[config.mk]
export PLATFORM = sky130hd
export DESIGN_NAME = ir_byte_sender_flat
export DESIGN_NICKNAME = d
export VERILOG_FILES = /design/src/rtl/ir_bus_pkg.sv /design/src/rtl/ir_byte_sender_if.sv /design/src/rtl/word_fifo.sv /design/src/rtl/ir_byte_sender.sv /design/src/flat_wrapper.sv
export SDC_FILE = /design/constraint.sdc
export NUM_CORES = 1
export LEC_CHECK = 0
export BUFFER_PORTS_ARGS = -buffer_cell sky130_fd_sc_hd__buf_2
export CAP_MARGIN = 20
export CORE_MARGIN = 2
export CORE_UTILIZATION = 54
export DETAILED_ROUTE_END_ITERATION = 8
export PLACE_DENSITY = 0.84
export SETUP_SLACK_MARGIN = 0.15
export SYNTH_ARGS = -nofsm -noshare
export SYNTH_HDL_FRONTEND = slang
export SYNTH_SLANG_ARGS = --single-unit
[constraint.sdc]
create_clock -name clk1 -period 3.2 [get_ports clk1]
set_input_delay 0.32 -clock clk1 [delete_from_list [all_inputs] [get_ports clk1]]
set_output_delay 0.32 -clock clk1 [all_outputs]
set_load 0.02 [all_outputs]
[src/rtl/ir_bus_pkg.sv]
// ir_bus_pkg: widths and FSM states shared by the instruction load bus sender
package ir_bus_pkg;
    localparam int BYTE_W = 8;
    localparam int WORD_W = 16;
    typedef enum logic [1:0] {IDLE = 2'd0, HI = 2'd1, LO = 2'd2} state_t;
endpackage

[src/rtl/ir_byte_sender_if.sv]
// ir_byte_sender_if: fetch-side word handshake plus byte load bus of the sender
interface ir_byte_sender_if;
    import ir_bus_pkg::*;
    logic [WORD_W-1:0] in_word;
    logic              in_valid;
    logic              in_ready;
    logic              hold;
    logic [BYTE_W-1:0] data;
    logic              ena;
    logic              word_done;
    logic              busy;
    logic [WORD_W-1:0] words_sent;
    modport master (output in_word, in_valid, hold, input in_ready, data, ena, word_done, busy, words_sent);
    modport slave (input in_word, in_valid, hold, output in_ready, data, ena, word_done, busy, words_sent);
endinterface

[src/rtl/word_fifo.sv]
// word_fifo: power-of-two FIFO using pointers with an extra wrap bit
module word_fifo #(
    parameter int DEPTH = 2,
    parameter int W = 16
) (
    input  logic                   clk1,
    input  logic                   rst,
    input  logic                   push,
    input  logic                   pop,
    input  logic [W-1:0]           wdata,
    output logic [W-1:0]           rdata,
    output logic                   full,
    output logic                   empty,
    output logic [$clog2(DEPTH):0] count
);
    localparam int AW = $clog2(DEPTH);
    logic [W-1:0] mem [DEPTH];
    logic [AW:0] wptr, rptr;
    always_ff @(posedge clk1) begin
        if (push && !full) mem[wptr[AW-1:0]] <= wdata;
    end
    always_ff @(posedge clk1) begin
        if (rst) begin
            wptr <= '0;
            rptr <= '0;
        end else begin
            if (push && !full) wptr <= wptr + 1'b1;
            if (pop && !empty) rptr <= rptr + 1'b1;
        end
    end
    assign rdata = mem[rptr[AW-1:0]];
    assign empty = wptr == rptr;
    assign full  = (wptr[AW] != rptr[AW]) && (wptr[AW-1:0] == rptr[AW-1:0]);
    assign count = wptr - rptr;
endmodule

[src/rtl/ir_byte_sender.sv]
// ir_byte_sender: buffers 16-bit words and sends each as a high-then-low byte pair
module ir_byte_sender
    import ir_bus_pkg::*;
#(
    parameter int DEPTH = 2
) (
    input logic clk1,
    input logic rst,
    ir_byte_sender_if.slave bus
);
    state_t state;
    logic [WORD_W-1:0] head;
    logic [BYTE_W-1:0] lo_byte;
    logic [WORD_W-1:0] sent;
    logic [$clog2(DEPTH):0] count;
    logic full, empty, pop;
    assign bus.in_ready   = !full && !rst;
    // pops only happen at word boundaries, so a word is never split by hold
    assign pop            = (state == IDLE || state == LO) && !empty && !bus.hold;
    assign bus.busy       = state != IDLE || count != '0;
    assign bus.words_sent = sent;
    word_fifo #(.DEPTH(DEPTH), .W(WORD_W)) u_fifo (
        .clk1  (clk1),
        .rst   (rst),
        .push  (bus.in_valid && bus.in_ready),
        .pop   (pop),
        .wdata (bus.in_word),
        .rdata (head),
        .full  (full),
        .empty (empty),
        .count (count)
    );
    always_ff @(posedge clk1) begin
        if (rst) begin
            state         <= IDLE;
            bus.data      <= '0;
            bus.ena       <= 1'b0;
            bus.word_done <= 1'b0;
            sent          <= '0;
            lo_byte       <= '0;
        end else begin
            case (state)
                IDLE, LO: begin
                    bus.word_done <= 1'b0;
                    bus.data      <= pop ? head[WORD_W-1:BYTE_W] : '0;
                    bus.ena       <= pop;
                    lo_byte       <= head[BYTE_W-1:0];
                    state         <= pop ? HI : IDLE;
                end
                HI: begin
                    bus.data      <= lo_byte;
                    bus.ena       <= 1'b1;
                    bus.word_done <= 1'b1;
                    sent          <= sent + 1'b1;
                    state         <= LO;
                end
                default: begin
                    bus.data      <= '0;
                    bus.ena       <= 1'b0;
                    bus.word_done <= 1'b0;
                    state         <= IDLE;
                end
            endcase
        end
    end
endmodule

[src/flat_wrapper.sv]
// flat-port wrapper written by rule: the top's interface ports become plain ports
module ir_byte_sender_flat import ir_bus_pkg::*;
#(
    parameter int DEPTH = 2
)
  (clk1, rst, bus_in_word, bus_in_valid, bus_hold, bus_in_ready, bus_data, bus_ena, bus_word_done, bus_busy, bus_words_sent);
  ir_byte_sender_if bus_i ();
  input logic clk1;
  input logic rst;
  input wire logic [$bits(bus_i.in_word)-1:0] bus_in_word;
  input wire logic [$bits(bus_i.in_valid)-1:0] bus_in_valid;
  input wire logic [$bits(bus_i.hold)-1:0] bus_hold;
  output wire logic [$bits(bus_i.in_ready)-1:0] bus_in_ready;
  output wire logic [$bits(bus_i.data)-1:0] bus_data;
  output wire logic [$bits(bus_i.ena)-1:0] bus_ena;
  output wire logic [$bits(bus_i.word_done)-1:0] bus_word_done;
  output wire logic [$bits(bus_i.busy)-1:0] bus_busy;
  output wire logic [$bits(bus_i.words_sent)-1:0] bus_words_sent;
  assign bus_i.in_word = bus_in_word;
  assign bus_i.in_valid = bus_in_valid;
  assign bus_i.hold = bus_hold;
  assign bus_in_ready = bus_i.in_ready;
  assign bus_data = bus_i.data;
  assign bus_ena = bus_i.ena;
  assign bus_word_done = bus_i.word_done;
  assign bus_busy = bus_i.busy;
  assign bus_words_sent = bus_i.words_sent;
  ir_byte_sender #(.DEPTH(DEPTH)) u_core (.clk1(clk1), .rst(rst), .bus(bus_i));
endmodule
# --- Word level (Yosys, flattened, before mapping) ---
# Memory sizes are Yosys's and may differ from the RTL's. A register that Yosys moved wholly into a read port is not among the register bits.
# Cells that the tools add are included.
word_totals:
  word_cells: 45
  n_memories: 1
  ff_bits: 40
  mem_bits_rw: 32
  input_bits: 20
  output_inout_bits: 28
memory_table:
  columns: ["memory", "depth", "word_bits", "read_ports", "rd_clocked_by_memory_dff", "wr", "line", "source"]
  rows:
  - ["u_core.u_fifo.mem", 2, 16, 1, 1, 1, "word_fifo.sv:17", "logic [W-1:0] mem [DEPTH];"]
classes:
  eq_ne: 5
  n_reduce_logical: 17
  n_mux: 10
  n_addsub: 4
op_table:
  columns: ["cell", "count"]
  rows:
  - ["$add A16 B1 Y16 const B", 1]
  - ["$pmux W8 S2", 1]
  - ["$mux W8", 1]
  - ["$logic_and A1 B1 Y1", 7]
  - ["$mux W1", 6]
  - ["$add A2 B1 Y2 const B", 2]
  - ["$logic_not A1 Y1", 4]
  - ["$pmux W2 S2", 1]
  - ["$reduce_bool A2 Y1", 2]
  - ["$eq A2 B1 Y1 const B", 1]
  - ["$eq A2 B2 Y1", 1]
  - ["$eq A2 B2 Y1 const B", 1]
  - ["$logic_not A2 Y1", 1]
  - ["$logic_or A1 B1 Y1", 2]
  - ["$pmux W1 S2", 1]
  - ["$reduce_or A2 Y1", 1]
  - ["$sub A2 B2 Y2", 1]
  - ["$eq A1 B1 Y1", 1]
  - ["$ne A1 B1 Y1", 1]

# --- Longest topological paths before layout ---
# Gate-level depths: netlist of the first run.
depth:
  ltp_word: 8
  mapped_depth: 6
  mapped_depth_nobuf: 5

# --- Modules after synthesis ---
# A second synthesis of the first run with hierarchy kept.
hier_totals:
  cells_unflattened: 247
  area_unflattened_um2: 2885.3
by_module_without_submodules:
  columns: ["module", "seq_area_each_um2", "instances", "area_per_inst_um2", "cells_per_inst"]
  rows:
  - ["word_fifo", 1061.0, 1, 1456.4, 89]
  - ["ir_byte_sender", 720.7, 1, 1428.9, 158]

# --- Worst setup path after synthesis of the first run ---
# Ideal clock, no wire load.
synth_timing:
  kind: "register -> register"
  from: "reg u_core.u_fifo.rptr[0]"
  to: "mem u_core.u_fifo.mem[0][0] (enable)"
  arrival_time_ns: 1.843
  setup_time_ns: 0.388
  path_stages_with_launch: 5
  period_less_slack_ns: 2.231
  setup_slack_ns: 0.969
  required_time_ns: 2.812
  n_path_buf: 0
  cell_sequence: "dfxtp_1 > xnor2_1 > a21oi_1 > nand2_1 > nor2_1"
synth_between:
  elab_chain_cells: 8
synth_rtl:
  columns: ["element", "line", "source"]
  rows:
  - ["from (decl)", "word_fifo.sv:18", "logic [AW:0] wptr, rptr;"]
  - ["from (signal assigned)", "word_fifo.sv:28", "if (pop && !empty) rptr <= rptr + 1'b1;"]
  - ["$eq A1 B1 Y1", "word_fifo.sv:33", "assign full = (wptr[AW] != rptr[AW]) && (wptr[AW-1:0] == rptr[AW-1:0]);"]
  - ["$logic_and A1 B1 Y1", "word_fifo.sv:33", null]
  - ["$logic_not A1 Y1", "ir_byte_sender.sv:17", "assign bus.in_ready = !full && !rst;"]
  - ["$logic_and A1 B1 Y1", "ir_byte_sender.sv:17", null]
  - ["named net bus_in_ready", "flat_wrapper.sv:13", "output wire logic [$bits(bus_i.in_ready)-1:0] bus_in_ready;"]
  - ["$logic_and A1 B1 Y1", "ir_byte_sender.sv:25", ".push (bus.in_valid && bus.in_ready),"]
  - ["$logic_and A1 B1 Y1", "word_fifo.sv:20", "if (push && !full) mem[wptr[AW-1:0]] <= wdata;"]
  - ["$mux W1", "word_fifo.sv:20", null]
  - ["$mux W1 (implied by the code)", "word_fifo.sv:20", null]
  - ["to (decl)", "word_fifo.sv:17", null]
# The timed path passes the listed nets, and every way through them passes these cells.

# --- Worst setup path after layout of the first run ---
layout_timing:
  from: "reg u_core.u_fifo.rptr[0]"
  to: "reg u_core.u_fifo.rptr[1]"
layout_between:
  elab_chain_cells: 5
  elab_cells_between_ends: 6
  cone_classes: "add/sub (1); eq/ne (1); reduce/logical (4)"
layout_rtl:
  columns: ["element", "line", "source"]
  rows:
  - ["$eq A2 B2 Y1", "word_fifo.sv:32", "assign empty = wptr == rptr;"]
  - ["$logic_not A1 Y1", "word_fifo.sv:28, ir_byte_sender.sv:19", null]
  - ["$logic_and A1 B1 Y1 (2 in a row)", "ir_byte_sender.sv:19", "assign pop = (state == IDLE || state == LO) && !empty && !bus.hold;"]
  - ["$logic_and A1 B1 Y1", "word_fifo.sv:28", null]
# Parallel ways exist; a longest one is shown, timed or not.
# A chain may end at the register's enable or synchronous reset.

==> results_dict.tcl, run 1 <==
set metrics [dict create \
    fin_cells 356 \
    start_util 0.551 \
    vias 1837 \
    maxCapViolations 0 \
    start_kind "flip-flop" \
    cp_cell_sequence "xnor2_1 -> a211oi_2 -> a21oi_1 -> a31o_1" \
    finalSetupViolCount 0 \
    wl_per_cell_um 14.1 \
    crit_buf_inv 0 \
    cts-resized-gates 0 \
    dieArea_um2 5700 \
    hold_buffers 0 \
    fmax_ghz 0.541 \
    gp_congestion 0.818 \
    tightest_slew_ns 0.859 \
    final_core_util 0.658 \
    cts_buffers 9 \
    port_buffers 47 \
    cpLargestDelayFamily "compound AO/OA/AOI/OAI gates" \
    grt_pass1_wl_um 7780 \
    p_leak_nw 1.33 \
    synth_area_per_cell_um2 11.9 \
    wl_um 5020 \
    ys_ff_latch 73 \
    synth_edf_count 32 \
    firstDrtPassIters 4 \
    clk-insertion-delay-late_ns 0.34 \
    drc 0 \
    core_um2 5010 \
    final.setup.tns_ns 0 \
    status "finished clean" \
    power.density_nw_per_um2 679 \
    yosys_most_used_dff "dfxtp_1" \
    rsz0062_at_grt "no" \
    clock_skew_ns 0.00595 \
    max_slew_margin 0.426 \
    grt_pass1_vias 1725 \
    drive_gt1_frac 0.269 \
    syn2layout_area_growth_pct 19.3 \
    ios 48 \
    final_common_cell "buf_2" \
    grt_max_degree 38 \
    grt.total_usage 0.190 \
    arrival_ns 2.08 \
    nFillCells 420 \
    drt_iter0_markers 73 \
    dp.cells 340 \
    period_minus_slack_ns 1.85 \
    cp_max_fo 12 \
    antenna_found_initial 0 \
    cpMaxStageDelayCell "a211oi_2" \
    end_kind "flip-flop" \
    setup_ws_ns 1.35 \
    synthCells 232 \
    synthesis.area_um2 2760 \
    cpPeakStageDelay_ns 0.76 \
    htreeDepth 3 \
    clkSinkCount 73 \
    diodes 0 \
    seq_area_frac_synth 0.645 \
    crit_type "flip-flop to flip-flop" \
    gr-total-overflow 0 \
    clk_pin_slew_ns 0.07 \
    ant_nets 0 \
    layout_common_cells "buf_2 (47), nor2_1 (45), dfxtp_1 (41)" \
    syn_nets 253 \
    required_ns 3.44 \
    ir_worst_vdd_mv 0.415 \
    drv_slew 0 \
    cts_tree "done" \
    synth.distinct_cells 36 \
    routed_via_density 5.16 \
    synthArstFlopShare 0 \
    chipHeight_um 75.5 \
    synth_warnings 0 \
    fin_nets 302 \
    timing_hold_violations_final 0 \
    dieWidth_um 75.5 \
    row_count 26 \
    hpwl_um 3250 \
    clockRootBuffer "clkbuf_8" \
    period_share 0.577 \
    clock_tree.buffer_depth 2 \
    place_ws_ns 1.36 \
    cts_setup_buffers 0 \
    hp-class "primary input to flip-flop" \
]
logic make-up after synthesis:
group                      Yosys count  synth area share
and+or+nand+nor                     79             0.137
DFF                                 73             0.645
AOI/OAI and AO/OA                   30            0.0720
xor gates and xnor gates            17            0.0539
muxes                               17            0.0652
buffers and inverters               15            0.0217
adders and majority gates            1           0.00453
sequential cells by signal, summed over array words and instances, names as in the netlist, named ones only:
name                   cells
u_core.u_fifo.mem         32
u_core.bus.words_sent     16
u_core.bus.data            8
u_core.lo_byte             8
u_core.state               2
u_core.u_fifo.rptr         2
u_core.u_fifo.wptr         2
u_core.bus.ena             1
u_core.bus.word_done       1
cell usage after synthesis (2+ instances only):
library cell | instances | area, um2
a22oi_1 | 8 | 60.1
mux2_2 | 8 | 90.1
o31ai_1 | 2 | 15.0
nand2b_1 | 3 | 18.8
or4_1 | 2 | 15.0
nor2_1 | 45 | 169
dfxtp_1 | 41 | 821
xnor2_1 | 8 | 70.1
xor2_1 | 9 | 78.8
a21oi_1 | 15 | 75.1
and4_1 | 2 | 17.5
nand3_1 | 2 | 10.0
edfxtp_1 | 32 | 961
clkbuf_1 | 6 | 22.5
buf_1 | 3 | 11.3
nand4_1 | 5 | 31.3
inv_1 | 2 | 7.51
buf_2 | 3 | 15.0
nor3_1 | 2 | 10.0
nand2_1 | 10 | 37.5
mux2i_1 | 9 | 90.1
report_power, final:
part | switching, mW | internal [mW] | total [mW]
Sequential | 0.0709 | 1.05 | 1.12
Clock | 0.321 | 0.453 | 0.774
Combinational | 0.192 | 0.146 | 0.338
Total | 0.584 | 1.65 | 2.24
per-layer routing:
metal	wire length [um]	vias to the layer above	global-route usage
met5	0	-	0
met4	104	0	0.127
met3	284	9	0.0450
met2	2480	60	0.313
met1	2160	861	0.222
li1	-	907	-
per-stage QoR:
step	total power [mW]	area [um2]	hold WS [ns]
after global placement	1.47	3070	0.463
after floorplan	1.38	2760	0.419
final	2.24	3290	0.165
after detailed placement	1.48	3070	0.480
after CTS	2.26	3290	0.138
after global routing	2.34	3290	0.143
path summary, 6_finish.rpt:
kind                                               start                                endpoint  slack, ns  depth (start not counted)
setup / recovery      u_core.u_fifo.rptr[0]$_SDFFE_PP0P_      u_core.u_fifo.rptr[1]$_SDFFE_PP0P_       1.35                          4
hold / removal                           bus_in_word[11]      u_core.u_fifo.mem[0][11]$_DFFE_PP_       0.16                          1
setup reg to reg      u_core.u_fifo.rptr[0]$_SDFFE_PP0P_      u_core.u_fifo.rptr[1]$_SDFFE_PP0P_       1.35                          4
hold reg to reg   u_core.bus.words_sent[15]$_SDFFE_PP0N_  u_core.bus.words_sent[15]$_SDFFE_PP0N_       0.48                          2
layout make-up:
cell class | count | area [um2] | area share
Sequential cell | 73 | 1780 | 0.541
Multi-Input combinational cell | 144 | 932 | 0.283
Timing Repair Buffer | 50 | 258 | 0.0782
Clock buffer | 12 | 178 | 0.0539
Tap cell | 70 | 87.6 | 0.0266
Clock inverter | 4 | 46.3 | 0.0141
Inverter | 3 | 11.3 | 0.00342
Note: power is estimated with default switching activity, not from simulation.
==> run 2, diff against run 1 <==
--- a/config.mk
+++ b/config.mk
@@ -5,6 +5,7 @@
 export SDC_FILE = /design/constraint.sdc
 export NUM_CORES = 1
 export LEC_CHECK = 0
+export ABC_AREA = 1
 export BUFFER_PORTS_ARGS = -buffer_cell sky130_fd_sc_hd__buf_2
 export CAP_MARGIN = 20
 export CORE_MARGIN = 2
==> constraint.sdc (replaced) <==
create_clock -name clk1 -period 1.9 [get_ports clk1]
set_input_delay 0.19 -clock clk1 [delete_from_list [all_inputs] [get_ports clk1]]
set_output_delay 0.19 -clock clk1 [all_outputs]
set_load 0.02 [all_outputs]
==> run 2 against run 1 <==
Via count is 19% higher. Sequential share of layout area is 1.5 points lower. Sequential power is 55% higher. Clock skew is 0.0013 ns higher. Combinational power is 12% lower. Count of clock-buffer cells in the layout is 1 higher. Maximum frequency is 16% higher. Critical path type unchanged. Critical endpoint is now u_core.u_fifo.mem[1][15]$_DFFE_PP_.
==> results_dict.tcl, run 2 <==
set metrics [dict create \
    status "finished clean" \
    seq_area_frac_synth 0.616 \
    ant_nets 0 \
    dieArea_um2 5950 \
    p_sw_mw 0.734 \
    core_um2 5140 \
    synth_top_area_share 0.332 \
    fin_nets 389 \
    pwr-share-seq 0.552 \
    synthArstFlopShare 0 \
    end_kind "flip-flop" \
    crit_type "flip-flop to flip-flop" \
    drc 0 \
    drv_slew 0 \
    max_slew_margin 0.565 \
    netlist_top_cells_area "edfxtp_1 (33%), dfxtp_1 (28%), nand2_1 (10%)" \
    clkSinkCount 73 \
    nFillCells 431 \
    p_leak_nw 1.40 \
    start_kind "flip-flop" \
    fmax_ghz 0.630 \
    ios 48 \
    timing_hold_violations_final 0 \
    required_ns 1.92 \
    yosysTopAreaCell "edfxtp_1" \
    p_int_mw 2.41 \
    clkPwrFrac 0.353 \
    drive_gt1_frac 0.217 \
    cp_max_fo 16 \
    final_common_cell "nand2_1" \
    netlist_top_cells_count "nand2_1 (77), nor2_1 (49), dfxtp_1 (41), edfxtp_1 (32), a21oi_1 (28)" \
    yosys_most_used_dff "dfxtp_1" \
    diodes 0 \
    cts_buffers 9 \
    clockRootBuffer "clkbuf_8" \
    cp_common_cell "nand2_1" \
    sw_frac_of_total 0.233 \
    final.setup.tns_ns 0 \
    clk_pin_slew_ns 0.07 \
    finalSetupViolCount 0 \
    routed_via_density 4.94 \
    synth_warnings 0 \
    crit_buf_inv 2 \
    grt_pass1_wl_um 8800 \
    dieWidth_um 77.2 \
    maxCapViolations 0 \
    cpLargestDelayFamily "simple AND/OR/NAND/NOR gates" \
    port_buffers 47 \
    clk-insertion-delay-late_ns 0.33 \
    regArea_um2 1780 \
    synth_area_per_cell_um2 9.23 \
    row_count 26 \
    power.density_nw_per_um2 930 \
    syn2layout_area_growth_pct 17.1 \
    cts_tree "done" \
    period_minus_slack_ns 1.59 \
    synthCells 313 \
    grt.total_usage 0.191 \
    clock_tree.buffer_depth 2 \
    hp-class "primary input to flip-flop" \
    drt_iter0_markers 100 \
    rsz0062_at_grt "no" \
    cpPeakStageDelay_ns 0.39 \
    layout_common_cells "nand2_1 (77), nor2_1 (49), buf_2 (47)" \
    cpMaxStageDelayCell "dfxtp_1" \
    syn_nets 334 \
    synth_most_common_cell "nand2_1" \
    synthesis.area_um2 2890 \
    antenna_found_initial 0 \
    synth_edf_count 32 \
    firstDrtPassIters 4 \
    start_util 0.562 \
    chipHeight_um 77.2 \
    synth.distinct_cells 24 \
    htreeDepth 3 \
    fin_cells 443 \
    grt_pass1_vias 2104 \
    gp_congestion 0.816 \
    clock_skew_ns 0.00724 \
    vias 2188 \
    dp.cells 427 \
    hpwl_um 3650 \
    ir_worst_vdd_mv 0.710 \
    largest_register_ff_count 32 \
    grt_max_degree 21 \
    wl_per_cell_um 11.7 \
    cts_setup_buffers 0 \
    ys_ff_latch 73 \
    cp_cell_sequence "inv_1 -> nand2_1 -> nand2_1 -> nand2_1 -> nand3_1 -> nor2_1 -> buf_4" \
    gr-total-overflow 0 \
    period_share 0.835 \
    arrival_ns 1.61 \
    multiInputGateArea_um2 951 \
    comb_power_share 0.094 \
    tightest_slew_ns 0.648 \
    wl_um 5190 \
]
[run 2: cell types whose count changed after synthesis, sizes merged, moves of 10 or more]
cell | before | now
inv | 3 | 25
nand3 | 2 | 17
nand2 | 10 | 79
a21oi | 15 | 28
o21ai | 1 | 13
nor2 | 45 | 55
[run 2: through the flow]
stage                     hold slack, ns  setup slack (ns)  power (mW)  cell area (um2)   util
after CTS                         0.0178             0.308        3.18             3380  0.658
after floorplan                    0.289            0.0158        1.98             2890      -
after detailed placement           0.381             0.322        2.07             3200  0.623
after global placement             0.377             0.406        2.06             3200  0.623
final                             0.0404             0.313        3.15             3390  0.659
after global routing              0.0248             0.153        3.29             3390  0.659
[run 2: area by class of cell]
cell class              instances  share of cell area
clock inverters                 3              0.0122
multi-input cells             205               0.281
inverters                      25              0.0277
repair buffers                 54              0.0861
clock buffers                  13              0.0410
flip-flops and latches         73               0.526
well taps                      70              0.0259
[run 2: logic make-up (layout without fill, tap and decap cells)]
group / count (synthesis) / in the layout / synth area share
AOI/OAI and AO/OA: 42 / 42 / 0.0736
buffers and inverters: 35 / 95 / 0.0545
xor gates and xnor gates: 2 / 2 / 0.00606
and+or+nand+nor: 160 / 160 / 0.245
adders and majority gates: 1 / 1 / 0.00433
DFF: 73 / 73 / 0.616
[run 2: worst paths after layout]
check,endpoint,cells past startpoint,slack [ns],start
setup / recovery,u_core.u_fifo.mem[1][15]$_DFFE_PP_,7,0.31,u_core.u_fifo.rptr[0]$_SDFFE_PP0P_
hold / removal,u_core.u_fifo.mem[1][9]$_DFFE_PP_,1,0.04,bus_in_word[9]
setup reg to reg,u_core.u_fifo.mem[1][15]$_DFFE_PP_,7,0.31,u_core.u_fifo.rptr[0]$_SDFFE_PP0P_
hold reg to reg,u_core.lo_byte[5]$_SDFFE_PP0P_,2,0.47,u_core.lo_byte[5]$_SDFFE_PP0P_
[run 2: routing by layer]
layer	global-route usage	share of wire	up-vias
met3	0.0565	0.052	6
met2	0.342	0.52	59
met4	0.0911	0.0092	0
li1	-	-	1133
met1	0.205	0.41	990
met5	0	0	-
[run 2: power by group through the flow]
stage	registers, mW	clock network (mW)	logic [mW]
2_1_floorplan	1.78	0	0.197
3_3_place_gp	1.77	0	0.292
3_5_place_dp	1.77	0	0.297
4_1_cts	1.74	1.15	0.297
5_1_grt	1.74	1.21	0.338
6_report	1.74	1.11	0.297
[run 2: what timing repair did]
action	4_1_cts	5_1_grt
setup endpoints to repair	0	16
hold buffers	0	0
resized for setup	0	1
